## src/rtl/dual_port_ram_bank.sv

```systemverilog
// True dual-port RAM bank: byte-enabled writes, per-port read-valid, optional output
// register, same-address collision flag, and a post-reset sequencer that zeroes every word.
module dual_port_ram_bank #(
    parameter int unsigned DATA_W  = 32,
    parameter int unsigned DEPTH   = 16,
    parameter int unsigned ADDR_W  = $clog2(DEPTH),
    parameter int unsigned OUT_REG = 0
) (
    input  logic                  clk,
    input  logic                  rst_n,
    output logic                  init_done,
    input  logic                  ena,
    input  logic                  wea,
    input  logic [DATA_W/8-1:0]   bea,
    input  logic [ADDR_W-1:0]     addra,
    input  logic [DATA_W-1:0]     dina,
    output logic [DATA_W-1:0]     douta,
    output logic                  vlda,
    input  logic                  enb,
    input  logic                  web,
    input  logic [DATA_W/8-1:0]   beb,
    input  logic [ADDR_W-1:0]     addrb,
    input  logic [DATA_W-1:0]     dinb,
    output logic [DATA_W-1:0]     doutb,
    output logic                  vldb,
    output logic                  collision
);

    localparam int unsigned BE_W = DATA_W / 8;

    typedef enum logic {
        CLEAR = 1'b0,
        READY = 1'b1
    } state_t;

    state_t            state_q, state_d;
    logic [ADDR_W-1:0] cnt_q, cnt_d;
    logic              clr_we_c;
    logic              rd_a_c, wr_a_c, rd_b_c, wr_b_c;

    logic [DATA_W-1:0] mem [DEPTH];

    logic [DATA_W-1:0] rda_q, rdb_q;
    logic              rva_q, rvb_q;

    // Init sequencer: next state and clear-write strobe
    always_comb begin
        state_d  = state_q;
        cnt_d    = cnt_q;
        clr_we_c = 1'b0;
        case (state_q)
            CLEAR: begin
                clr_we_c = 1'b1;
                cnt_d    = cnt_q + ADDR_W'(1);
                if (cnt_q == ADDR_W'(DEPTH - 1)) begin
                    state_d = READY;
                end
            end
            READY: begin
                state_d = READY;
            end
            default: begin
                state_d = CLEAR;
            end
        endcase
    end

    always_ff @(posedge clk) begin
        if (!rst_n) begin
            state_q   <= CLEAR;
            cnt_q     <= '0;
            init_done <= 1'b0;
        end else begin
            state_q   <= state_d;
            cnt_q     <= cnt_d;
            init_done <= (state_d == READY);
        end
    end

    // Port requests only count once the array has been cleared
    assign rd_a_c = (state_q == READY) && ena && !wea;
    assign wr_a_c = (state_q == READY) && ena &&  wea;
    assign rd_b_c = (state_q == READY) && enb && !web;
    assign wr_b_c = (state_q == READY) && enb &&  web;

    // Storage: B bytes first so A's enabled bytes override on a shared address
    always_ff @(posedge clk) begin
        if (rst_n) begin
            if (clr_we_c) begin
                mem[cnt_q] <= '0;
            end else begin
                for (int i = 0; i < BE_W; i++) begin
                    if (wr_b_c && beb[i]) begin
                        mem[addrb][8*i +: 8] <= dinb[8*i +: 8];
                    end
                end
                for (int i = 0; i < BE_W; i++) begin
                    if (wr_a_c && bea[i]) begin
                        mem[addra][8*i +: 8] <= dina[8*i +: 8];
                    end
                end
            end
        end
    end

    // First read stage: old word is captured, so a same-edge write is not seen
    always_ff @(posedge clk) begin
        if (!rst_n) begin
            rda_q     <= '0;
            rdb_q     <= '0;
            rva_q     <= 1'b0;
            rvb_q     <= 1'b0;
            collision <= 1'b0;
        end else begin
            rva_q     <= rd_a_c;
            rvb_q     <= rd_b_c;
            collision <= (state_q == READY) && ena && enb && (addra == addrb) && (wea || web);
            if (rd_a_c) begin
                rda_q <= mem[addra];
            end
            if (rd_b_c) begin
                rdb_q <= mem[addrb];
            end
        end
    end

    generate
        if (OUT_REG == 0) begin : g_lat1
            assign douta = rda_q;
            assign doutb = rdb_q;
            assign vlda  = rva_q;
            assign vldb  = rvb_q;
        end else begin : g_lat2
            logic [DATA_W-1:0] douta_q, doutb_q;
            logic              vlda_q, vldb_q;

            // Extra output register stage
            always_ff @(posedge clk) begin
                if (!rst_n) begin
                    douta_q <= '0;
                    doutb_q <= '0;
                    vlda_q  <= 1'b0;
                    vldb_q  <= 1'b0;
                end else begin
                    vlda_q <= rva_q;
                    vldb_q <= rvb_q;
                    if (rva_q) begin
                        douta_q <= rda_q;
                    end
                    if (rvb_q) begin
                        doutb_q <= rdb_q;
                    end
                end
            end

            assign douta = douta_q;
            assign doutb = doutb_q;
            assign vlda  = vlda_q;
            assign vldb  = vldb_q;
        end
    endgenerate

endmodule
```

## config.mk

```make
export PLATFORM = sky130hd
export DESIGN_NAME = dual_port_ram_bank
export DESIGN_NICKNAME = d
export VERILOG_FILES = /design/src/rtl/dual_port_ram_bank.sv
export SDC_FILE = /design/constraint.sdc
export NUM_CORES = 1
export LEC_CHECK = 0
export BUFFER_PORTS_ARGS = -buffer_cell sky130_fd_sc_hd__buf_4
export CORE_UTILIZATION = 40
export DETAILED_ROUTE_END_ITERATION = 10
export GPL_TIMING_DRIVEN = 0
export HOLD_SLACK_MARGIN = 0.1
export PLACE_DENSITY_LB_ADDON = 0.12
export SYNTH_ARGS = -nofsm -noshare
export SYNTH_HDL_FRONTEND = slang
export SYNTH_SLANG_ARGS = --single-unit
export TNS_END_PERCENT = 50
```

## constraint.sdc

```tcl
create_clock -name clk -period 6.5 [get_ports clk]
set_input_delay 0.65 -clock clk [delete_from_list [all_inputs] [get_ports clk]]
set_output_delay 0.65 -clock clk [all_outputs]
set_load 0.02 [all_outputs]
```

### Word-level counts from Yosys, hierarchy flattened

Memory sizes are Yosys's and may differ from the RTL's. A register that Yosys moved wholly into a read port is not among the register bits.
Cells that the tools add are included.

* flip-flop bits (word level): 8
* memory bits (writable): 512
* bits of input ports: 86
* logic and storage cells: 73
* memories kept: 1

Memories
* mem: words 16, width 32, rd ports 2, clocked after memory_dff 2, write ports 2, line 41 `logic [DATA_W-1:0] mem [DEPTH];`

* $add $sub $neg: 1
* equality and inequality tests: 2
* mux-type cells: 40
* bitwise logic cells: 1
* reductions and logical operators: 23

Operators with widths (count)
* 1-bit 2-to-1 mux: 36
* 32-bit 2-to-1 mux: 1
* 32-bit OR reduction: 1
* 1-bit logical AND: 17
* 4-bit 2-to-1 mux: 2
* 4-bit by 1-bit adder with 4-bit output, second input constant: 1
* 4-bit == test: 1
* 4-bit == test, second input constant: 1
* 1-bit logical NOT: 4
* 1-bit case mux with 2 select lines: 1
* 1-bit logical OR: 1
* 1-bit NOT: 1

### Logic depth before layout (Yosys ltp)

Gate-level depths: netlist (run 1).

* depth after elaboration: 9
* depth in mapped cells: 8
* mapped depth without buffers: 4

### Worst setup path after synthesis (run 1)

Ideal clock, no wire load.

* kind: input -> register
* start: input web
* end: memory mem[12][0], enable pin
* setup time: 0.387 ns
* data arrival time: 2.528 ns
* data required time: 6.113 ns
* setup slack: 3.586 ns
* stages: 7
* path buffers: 3
* cells stage by stage: buf_2 > nand4_1 > nor2_2 > buf_6 > mux2_2 > buf_2 > o31ai_1

RTL lines
* start: declaration: line 20 `input logic web,`
* end: declaration: line 41

==> results of run 1 <==
## through the flow
step / cells / setup slack [ps]
5_1_grt: 3700 / 2660
4_1_cts: 3700 / 2800
3_5_place_dp: 3573 / 2460
3_3_place_gp: 3521 / 1500
6_report: 3702 / 2610
2_1_floorplan: 2294 / 3590
## flip-flops by register name (all words and copies together) (netlist names)
signal     flops
doutb         32
state_q        1
cnt_q          4
vlda           1
douta         32
vldb           1
mem          512
collision      1
## cell usage after synthesis, types with 34 or more instances
| master | n | area, um2 |
|---|---|---|
| edfxtp_1 | 512 | 15400 |
| mux2_2 | 506 | 5700 |
| mux2i_1 | 238 | 2380 |
| mux4_2 | 156 | 3510 |
| clkbuf_1 | 97 | 364 |
| buf_2 | 75 | 375 |
| dfxtp_1 | 72 | 1440 |
| o21ai_0 | 64 | 320 |
| o22ai_1 | 64 | 400 |
| o31ai_1 | 64 | 480 |
| nor2_1 | 44 | 165 |
| and2_1 | 38 | 238 |
| buf_4 | 35 | 263 |
| a31oi_1 | 34 | 213 |
## layout make-up
cell class	instances	area share, %
buffer	222	2.96
antenna	2	0.0127
timing repair buffer	199	4.09
tap	1080	3.44
clock buffer	103	5.12
inverter	2	0.0191
multi-input combinational	1486	41.1
sequential	584	42.8
clock inverter	24	0.484
## layer usage
metal | up-vias | GRT usage (%)
met5 | - | 0
met3 | 325 | 7.42
li1 | 9807 | -
met4 | 0 | 14.0
met2 | 1618 | 49.1
met1 | 12550 | 43.7
## power by group through the flow
stage | combinational, mW | sequential [mW] | clock, mW
3_5_place_dp | 0.731 | 4.16 | 0
5_1_grt | 0.764 | 4.08 | 4.01
4_1_cts | 0.734 | 4.08 | 3.87
3_3_place_gp | 0.687 | 4.16 | 0
6_report | 0.752 | 4.08 | 3.86
2_1_floorplan | 0.381 | 4.15 | 0
## cells by family (layout without fill, tap and decap cells)
logic type / Yosys count / count (layout) / share of synthesized area, %
AO/OA/AOI/OAI: 318 / 318 / 6.20
XOR/XNOR: 7 / 7 / 0.182
adder cells (fa/ha/maj): 1 / 1 / 0.0371
buffers and inverters: 224 / 550 / 3.46
flip-flops: 584 / 584 / 49.9
multiplexers: 939 / 939 / 36.0
other: 0 / 2 / 0
AND/OR/NAND/NOR: 221 / 221 / 4.24
## worst min-delay path by stage
stage	slack, ps	startpoint	end
2_1_floorplan	550	cnt_q[3]	state_q
3_3_place_gp	480	doutb[7]	doutb[7]
3_5_place_dp	500	doutb[10]	doutb[10]
4_1_cts	370	dina[13]	mem[3][13]
5_1_grt	390	dina[27]	mem[4][27]
6_report	390	dina[13]	mem[1][13]
==> results.tsv, run 1 <==
stage	metric	value	unit
outcome	status	finished with violations	
outcome	failing checks	max-capacitance violations	
place	GP Congestion	0.935	
synthesis	flops & latches, synth	584	
timing	Setup violations, final	0	
power_and_ir_drop	sequential fraction of design power	46.9	%
worst_setup_path	Slowest-stage cell, CP	mux2i_1	
timing	RSZ-0062 raised after global routing	no	
final_layout	cell area after layout	39300	um2
power_and_ir_drop	clock power share	44.4	%
worst_setup_path	Critical Path Source	state_q	
timing	Slew Limit Fails	0	
worst_setup_path	flop2flop setup slack	2610	ps
final_layout	multi-input logic area	16200	um2
power_and_ir_drop	P_int	6.54	mW
route	DRC	0	
global_route	initial antenna violation count	1	
final_layout	layout cells sized above 1	47.3	%
timing	Final Hold Vio Count	0	
worst_setup_path	crit end category	flip-flop	
worst_setup_path	worst path cell trace	nand4_1 > nor2_2 > buf_6 > mux2i_1 > buf_2 > o31ai_2 > buf_4	
place	Cell Area, Placed	37100	um2
clock_network	TritonCTS Sinks	584	
power_and_ir_drop	switching share of power	24.7	%
worst_setup_path	Worst Path Required	6870	ps
timing	aggregate negative setup slack	0	ps
power_and_ir_drop	switching power	2.15	mW
synthesis	Post-synth EDFFs	512	
job	Max-cap violations	1	
synthesis	synth unique cells	54	
synthesis	mean area per synthesized cell	14.7	um2
worst_hold_path	Hold WC Path Type	primary input to flip-flop	
worst_setup_path	Crit. path cell count	7	
route	via count	24300	
clock_network	CTS Hold Buffers Added	0	
synthesis	Ys Warns	0	
route	met3 WL	14800	um
worst_setup_path	r2r endpoint	mem[8][11]	
route	DR WL/cell	37.5	um
route	Highest Signal Layer	met4	
clock_network	CTS root buf	clkbuf_16	
clock_network	CTS tree	done	
place	Post-DP HPWL	94800	um
power_and_ir_drop	PD cells	221	nW/um2
synthesis	sequential element share of the synthesized area	49.9	%
clock_network	clock insertion delay at the later pin of the skew report	620	ps
route	via/cell ratio	6.56	
die	Die Y	292	um
synthesis	most common flop cell mapped by yosys	edfxtp_1	
worst_hold_path	WHS Path Cells	2	
synthesis	Syn Inst Count	2294	
route	TritonRoute pass-1 iters	8	
die	die width	292	um
timing	worst-margin pin slew	1450	ps
final_layout	net count reported at finish	2651	
die	die footprint	85400	um2
route	ANT nets after route	0	
die	I/O pins	154	
power_and_ir_drop	Power Total	8.69	mW
worst_setup_path	crit path kind	flip-flop to flip-flop	
clock_network	H-Tree Level Count	3	
worst_setup_path	Worst Path Arrival	4260	ps
route	M1 WL	55600	um
route	DRT iter0 DRCs	3039	
route	Routed Wire Length	139000	um
timing	Final Cycle Share	59.9	%
worst_setup_path	cell family with most CP delay	multiplexers	
timing	Max Clk Rate	257	MHz
final_layout	commonest non-fill, non-tap cell in the layout	edfxtp_1	
clock_network	clock buffer depth	3	
die	Initial Utilization	40.3	%
place	port bufs	147	
timing	slew margin rel.	0.560	%
die	floorplan row count	106	
timing	clk_skew	22.5	ps
die	core area	83600	um2
timing	post-layout min period	3890	ps
final_layout	fill cell count	7385	
power_and_ir_drop	Logic pwr share	8.7	%
synthesis	Mapped Area	33700	um2
power_and_ir_drop	maximum vdd drop	0.169	mV
global_route	grt total ovfl	0	
global_route	Tot GR Track Use	32.1	%
worst_setup_path	critical path capture point	mem[8][11]	
global_route	largest net degree at the start of global routing	14	
clock_network	CTS resizes	0	
route	Routed met2 length	61600	um
clock_network	cts bufs inserted	69	
worst_setup_path	worst reg-to-reg path cell count	7	
final_layout	post-layout util	47.1	%
global_route	number of global-route vias before repair	23868	
synthesis	syn nets	2381	
timing	hold_ws	388	ps
worst_setup_path	worst path bufs/invs	3	
final_layout	area grow syn2layout	16.7	%
clock_network	clock transition at the registers of the reported paths	60	ps
final_layout	leading cell types in the layout, fill and taps excluded	512 x edfxtp_1, 506 x mux2_2, 238 x mux2i_1	
worst_setup_path	CP Max Fanout	10	
worst_setup_path	worst r2r src	state_q	
power_and_ir_drop	leakage	15.7	nW
clock_network	post-CTS setup buffer count	0	
final_layout	register area	16800	um2
global_route	first-pass GRT wire length	189000	um
worst_setup_path	startpoint types	flip-flop	
synthesis	asr flop ratio synth	0	%
worst_setup_path	max incr delay on CP	1170	ps
Note: power is estimated with default switching activity, not from simulation.
==> run 2, diff against run 1 <==
- clock period: 6.5 -> 3.8 ns (I/O delays scaled with it)
==> results.tsv, run 2 (same netlist as run 1, synthesis figures left out) <==
stage	metric	value	unit	change
power_and_ir_drop	switching power	3.67	mW	+71%
die	die footprint	85400	um2	unchanged
worst_setup_path	startpoint types	flip-flop		
worst_setup_path	cell family with most CP delay	buffers and inverters		
final_layout	post-layout util	47.1	%	about the same
worst_setup_path	r2r endpoint	mem[10][22]		
power_and_ir_drop	leakage	15.7	nW	about the same
final_layout	most flop-heavy register	mem		
place	port bufs	147		unchanged
global_route	first-pass GRT wire length	189000	um	unchanged
clock_network	CTS tree	done		
route	DR WL/cell	37.5	um	about the same
route	ANT nets after route	0		unchanged
worst_setup_path	Critical Path Source	state_q		
power_and_ir_drop	Power Total	14.9	mW	+71%
worst_setup_path	critical path capture point	mem[10][22]		
final_layout	leading cell types in the layout, fill and taps excluded	512 x edfxtp_1, 506 x mux2_2, 236 x mux2i_1		
global_route	number of global-route vias before repair	23868		unchanged
global_route	initial antenna violation count	1		unchanged
power_and_ir_drop	P_int	11.2	mW	+71%
die	die width	292	um	unchanged
clock_network	CTS Hold Buffers Added	0		unchanged
route	Routed Wire Length	139000	um	about the same
job	Max-cap violations	0		-1
worst_setup_path	CP Max Fanout	10		unchanged
power_and_ir_drop	switching share of power	24.7	%	-0.055 points
power_and_ir_drop	sequential fraction of design power	47.0	%	about the same
worst_setup_path	flop2flop setup slack	60	ps	-2550 ps
worst_setup_path	worst reg-to-reg path cell count	7		unchanged
final_layout	net count reported at finish	2651		unchanged
worst_setup_path	Slowest-stage cell, CP	mux2i_1		
clock_network	CTS resizes	0		unchanged
die	floorplan row count	106		unchanged
route	DRC	0		unchanged
power_and_ir_drop	clock power share	44.4	%	about the same
timing	Final Cycle Share	98.4	%	+39 points
timing	worst-margin pin slew	1380	ps	-68.5 ps
worst_setup_path	Worst Path Required	4160	ps	-2710 ps
final_layout	area grow syn2layout	16.7	%	about the same
die	Die Y	292	um	unchanged
worst_setup_path	crit path kind	flip-flop to flip-flop		
route	TritonRoute pass-1 iters	6		-2
place	GP Congestion	0.935		unchanged
power_and_ir_drop	Logic pwr share	8.6	%	about the same
clock_network	clock transition at the registers of the reported paths	60	ps	about the same
worst_setup_path	Worst Path Arrival	4100	ps	-160 ps
global_route	grt total ovfl	0		unchanged
route	via/cell ratio	6.53		-0.53%
die	core area	83600	um2	unchanged
clock_network	post-CTS setup buffer count	0		unchanged
timing	clk_skew	21.6	ps	-0.923 ps
clock_network	CTS root buf	clkbuf_16		
clock_network	TritonCTS Sinks	584		unchanged
final_layout	Largest register FFs	512		unchanged
die	I/O pins	154		unchanged
timing	Final Hold Vio Count	0		unchanged
clock_network	clock buffer depth	3		unchanged
timing	Max Clk Rate	267	MHz	+4.1%
timing	slew margin rel.	7.89	%	+7.3 points
timing	post-layout min period	3740	ps	-152 ps
worst_setup_path	Crit. path cell count	7		unchanged
final_layout	commonest non-fill, non-tap cell in the layout	edfxtp_1		
worst_setup_path	worst path bufs/invs	3		unchanged
place	Post-DP HPWL	94800	um	unchanged
worst_setup_path	max incr delay on CP	980	ps	-190 ps
die	Initial Utilization	40.3	%	unchanged
timing	Setup violations, final	0		unchanged
worst_hold_path	Hold WC Path Type	primary input to flip-flop		
outcome	status	completed		
route	DRT iter0 DRCs	2888		-5.0%
final_layout	layout cells sized above 1	47.4	%	+0.076 points
clock_network	H-Tree Level Count	3		unchanged
clock_network	clock insertion delay at the later pin of the skew report	620	ps	about the same
power_and_ir_drop	PD cells	378	nW/um2	+71%
global_route	Tot GR Track Use	32.1	%	unchanged
clock_network	cts bufs inserted	69		unchanged
worst_setup_path	crit end category	flip-flop		
global_route	largest net degree at the start of global routing	14		unchanged
worst_setup_path	worst path cell trace	nand4_1 > nor2_2 > buf_6 > mux2i_1 > buf_2 > o31ai_2 > buf_4		
power_and_ir_drop	maximum vdd drop	0.289	mV	+71%
timing	Slew Limit Fails	0		unchanged
worst_setup_path	worst r2r src	state_q		
timing	RSZ-0062 raised after global routing	no		
timing	aggregate negative setup slack	0	ps	unchanged
route	via count	24172		-0.53%
## run 2: cell counts in the layout (fill, tap and decap cells not counted)
No cell type changed its count.
## run 2: area by class of cell
cell class	count	area, um2
flip-flops and latches	584	16800
inverters	2	7.51
well taps	1080	1350
fillers	7385	44200
clock inverters	24	190
clock buffers	103	2020
multi-input cells	1486	16200
diodes	2	5.00
repair buffers	199	1610
plain buffers	222	1160
## run 2: stage by stage
stage                     hold WS [ps]  setup WS [ps]  cells  area, um2
after detailed placement           497           33.2   3573      37100
final                              118           61.3   3702      39300
after floorplan                    539           1160   2294      33700
after global placement             484           -932   3521      36200
after CTS                          102            103   3700      39300
after global routing               117           34.8   3700      39300
## run 2: worst min-delay path by stage
| stage | end | depth (start not counted) | slack, ps | startpoint |
|---|---|---|---|---|
| 6_report | mem[3][13] | 2 | 120 | dina[13] |
| 5_1_grt | mem[4][27] | 2 | 120 | dina[27] |
| 4_1_cts | mem[3][13] | 2 | 100 | dina[13] |
| 3_5_place_dp | doutb[10] | 2 | 500 | doutb[10] |
| 3_3_place_gp | doutb[7] | 2 | 480 | doutb[7] |
| 2_1_floorplan | collision | 2 | 540 | ena |
## run 2: worst register-to-register path, stage by stage (launching register included)
cell and delay, ps:
dfxtp_1 500, nand4_1 150, nor2_2 470, buf_6 270
mux2i_1 990, buf_2 550, o31ai_2 260, buf_4 270
## run 2: layer usage
metal | global-route usage, % | up-vias | share of wire (%)
met5 | 0 | - | 0
li1 | - | 9800 | -
met2 | 49.1 | 1649 | 44
met1 | 43.7 | 12412 | 40
met4 | 14.0 | 0 | 4.8
met3 | 7.42 | 311 | 11
## run 2: power by group through the flow
stage | sequential [mW] | combinational, mW | clock [mW]
after floorplan | 7.10 | 0.652 | 0
after global placement | 7.12 | 1.18 | 0
after detailed placement | 7.12 | 1.25 | 0
after CTS | 6.98 | 1.26 | 6.61
after global routing | 6.98 | 1.31 | 6.87
final | 6.98 | 1.29 | 6.59
==> run 3, diff against run 2 <==
- CORE_UTILIZATION: 40 -> 30
==> results.tsv, run 3 (same netlist as run 1, synthesis figures left out) <==
stage	metric	value	unit	change
outcome	status	finished with violations		
outcome	failing checks	max-capacitance violations, max-slew violations		
worst_setup_path	crit path kind	flip-flop to flip-flop		
global_route	number of global-route vias before repair	24291		+1.8%
final_layout	cell area after layout	40300	um2	+2.4%
die	core area	111000	um2	+33%
place	port bufs	147		unchanged
final_layout	leading cell types in the layout, fill and taps excluded	512 x edfxtp_1, 506 x mux2_2, 233 x mux2i_1		
timing	clk_skew	19.8	ps	-1.77 ps
final_layout	fin cells	4138		+12%
final_layout	Largest register FFs	512		unchanged
timing	Setup violations, final	0		unchanged
final_layout	most flop-heavy register	mem		
final_layout	post-layout util	36.3	%	-11 points
power_and_ir_drop	PD cells	378	nW/um2	about the same
worst_setup_path	flop2flop setup slack	30	ps	-30 ps
global_route	largest net degree at the start of global routing	14		unchanged
worst_setup_path	worst r2r src	state_q		
timing	worst-margin pin slew	1540	ps	+161 ps
clock_network	cts bufs inserted	74		+7.2%
timing	slew margin rel.	-2.88	%	-11 points
clock_network	CTS root buf	clkbuf_16		
final_layout	layout cells sized above 1	46.7	%	-0.65 points
route	DR WL/cell	36.5	um	-2.7%
clock_network	H-Tree Level Count	3		unchanged
place	GP Congestion	0.893		-4.5%
power_and_ir_drop	maximum vdd drop	0.299	mV	+3.3%
final_layout	area grow syn2layout	19.5	%	
place	cell total after placement	3971		+11%
global_route	grt total ovfl	0		unchanged
final_layout	fill cell count	10675		+45%
route	via/cell ratio	5.81		-11%
worst_setup_path	r2r endpoint	mem[8][12]		
power_and_ir_drop	leakage	15.8	nW	+0.91%
clock_network	clock insertion delay at the later pin of the skew report	640	ps	+20 ps
worst_setup_path	startpoint types	flip-flop		
final_layout	commonest non-fill, non-tap cell in the layout	edfxtp_1		
final_layout	n_diodes	0		-2
place	pre-CTS setup slack	-168	ps	-201 ps
place	Cell Area, Placed	37600	um2	+1.4%
route	TritonRoute pass-1 iters	5		-1
die	die footprint	114000	um2	+33%
worst_setup_path	Worst Path Arrival	4160	ps	+60 ps
worst_setup_path	CP Max Fanout	10		unchanged
clock_network	clock transition at the registers of the reported paths	60	ps	about the same
worst_setup_path	crit end category	flip-flop		
route	Routed Wire Length	151000	um	+8.8%
worst_setup_path	Critical Path Source	state_q		
timing	Max Clk Rate	265	MHz	-0.78%
timing	Final Hold Vio Count	0		unchanged
die	Initial Utilization	30.4	%	-10 points
power_and_ir_drop	Power Total	15.2	mW	+2.5%
route	via count	24029		-0.59%
place	Post-DP HPWL	103000	um	+9.1%
global_route	Tot GR Track Use	26.2	%	-5.9 points
die	floorplan row count	122		+15%
route	DRT iter0 DRCs	2885		-0.10%
worst_setup_path	worst reg-to-reg path cell count	7		unchanged
timing	final worst slack	32.0	ps	-29.3 ps
global_route	initial antenna violation count	6		+5
final_layout	net count reported at finish	2677		+0.98%
die	die width	337	um	+15%
worst_setup_path	Worst Path Required	4190	ps	+30 ps
timing	Slew Limit Fails	11		+11
timing	post-layout min period	3770	ps	+29.3 ps
clock_network	CTS tree	done		
clock_network	post-CTS setup buffer count	0		unchanged
clock_network	TritonCTS Sinks	584		unchanged
route	ANT nets after route	0		unchanged
job	Max-cap violations	1		+1
timing	Final Cycle Share	99.2	%	+0.77 points
global_route	first-pass GRT wire length	202000	um	+7.0%
timing	RSZ-0062 raised after global routing	no		
die	I/O pins	154		unchanged
route	DRC	0		unchanged
die	Die Y	337	um	+15%
worst_hold_path	Hold WC Path Type	primary input to flip-flop		
worst_setup_path	critical path capture point	mem[8][12]		
clock_network	clock buffer depth	3		unchanged
run 3: cell count changes in the layout (fill, tap and decap cells not counted), sizes merged, moves of 2 or more:
cell	delta
buf	-10
bufinv	-2
clkbuf	+9
clkinv	+4
diode	-2
dlygate4sd3	+31
inv	-3
run 3: metrics by stage:
step           hold WS (ps)  TNS (ps)
2_1_floorplan           539         0
3_3_place_gp            490   -268910
3_5_place_dp            497     -7970
4_1_cts                 101         0
5_1_grt                 114         0
6_report                129         0
run 3: power breakdown:
part / internal [mW] / switching [mW]
sequential: 6.95 / 0.0335
combinational: 0.445 / 0.910
clock: 4.00 / 2.88
total: 11.4 / 3.83
run 3: final cells by class:
cell class / count / area, um2 / share of cell area, %
clock buffers: 112 / 2210 / 5.49
well taps: 1488 / 1860 / 4.62
inverters: 2 / 7.51 / 0.0186
multi-input cells: 1486 / 16300 / 40.4
plain buffers: 222 / 1170 / 2.89
clock inverters: 24 / 115 / 0.286
flip-flops and latches: 584 / 16800 / 41.7
repair buffers: 220 / 1810 / 4.50
run 3: critical path, stage by stage (launching register included):
cell and delay, ps:
dfxtp_1 570, nand4_1 180, nor2_2 480, buf_6 290, mux2i_2 810, buf_2 640, o31ai_2 300, buf_6 240
run 3: per-layer routing:
layer  global-route usage (%)  part of all wire, %  vias up
met2                     41.9                   46     1197
met1                     34.9                   42    12665
met4                     10.0                  4.2        2
li1                         -                    -     9852
met3                     5.30                  7.6      313
met5                        0               0.0086        -
run 3: worst min path at each step:
stage                          from          to  slack [ps]  depth (start not counted)
final                      dina[23]  mem[0][23]         130                          2
after global routing       dina[23]  mem[2][23]         110                          2
after CTS                  dina[23]  mem[0][23]         100                          2
after detailed placement  doutb[30]   doutb[30]         500                          2
after global placement     doutb[8]    doutb[8]         490                          2
after floorplan                 ena   collision         540                          2
run 3: repair_timing:
action | 4_1_cts | 5_1_grt
hold buffers | 31 | 0
endpoints found under the setup margin | 139 | 6
gates resized for setup | 4 | 1
endpoints found under the hold margin | 137 | 0
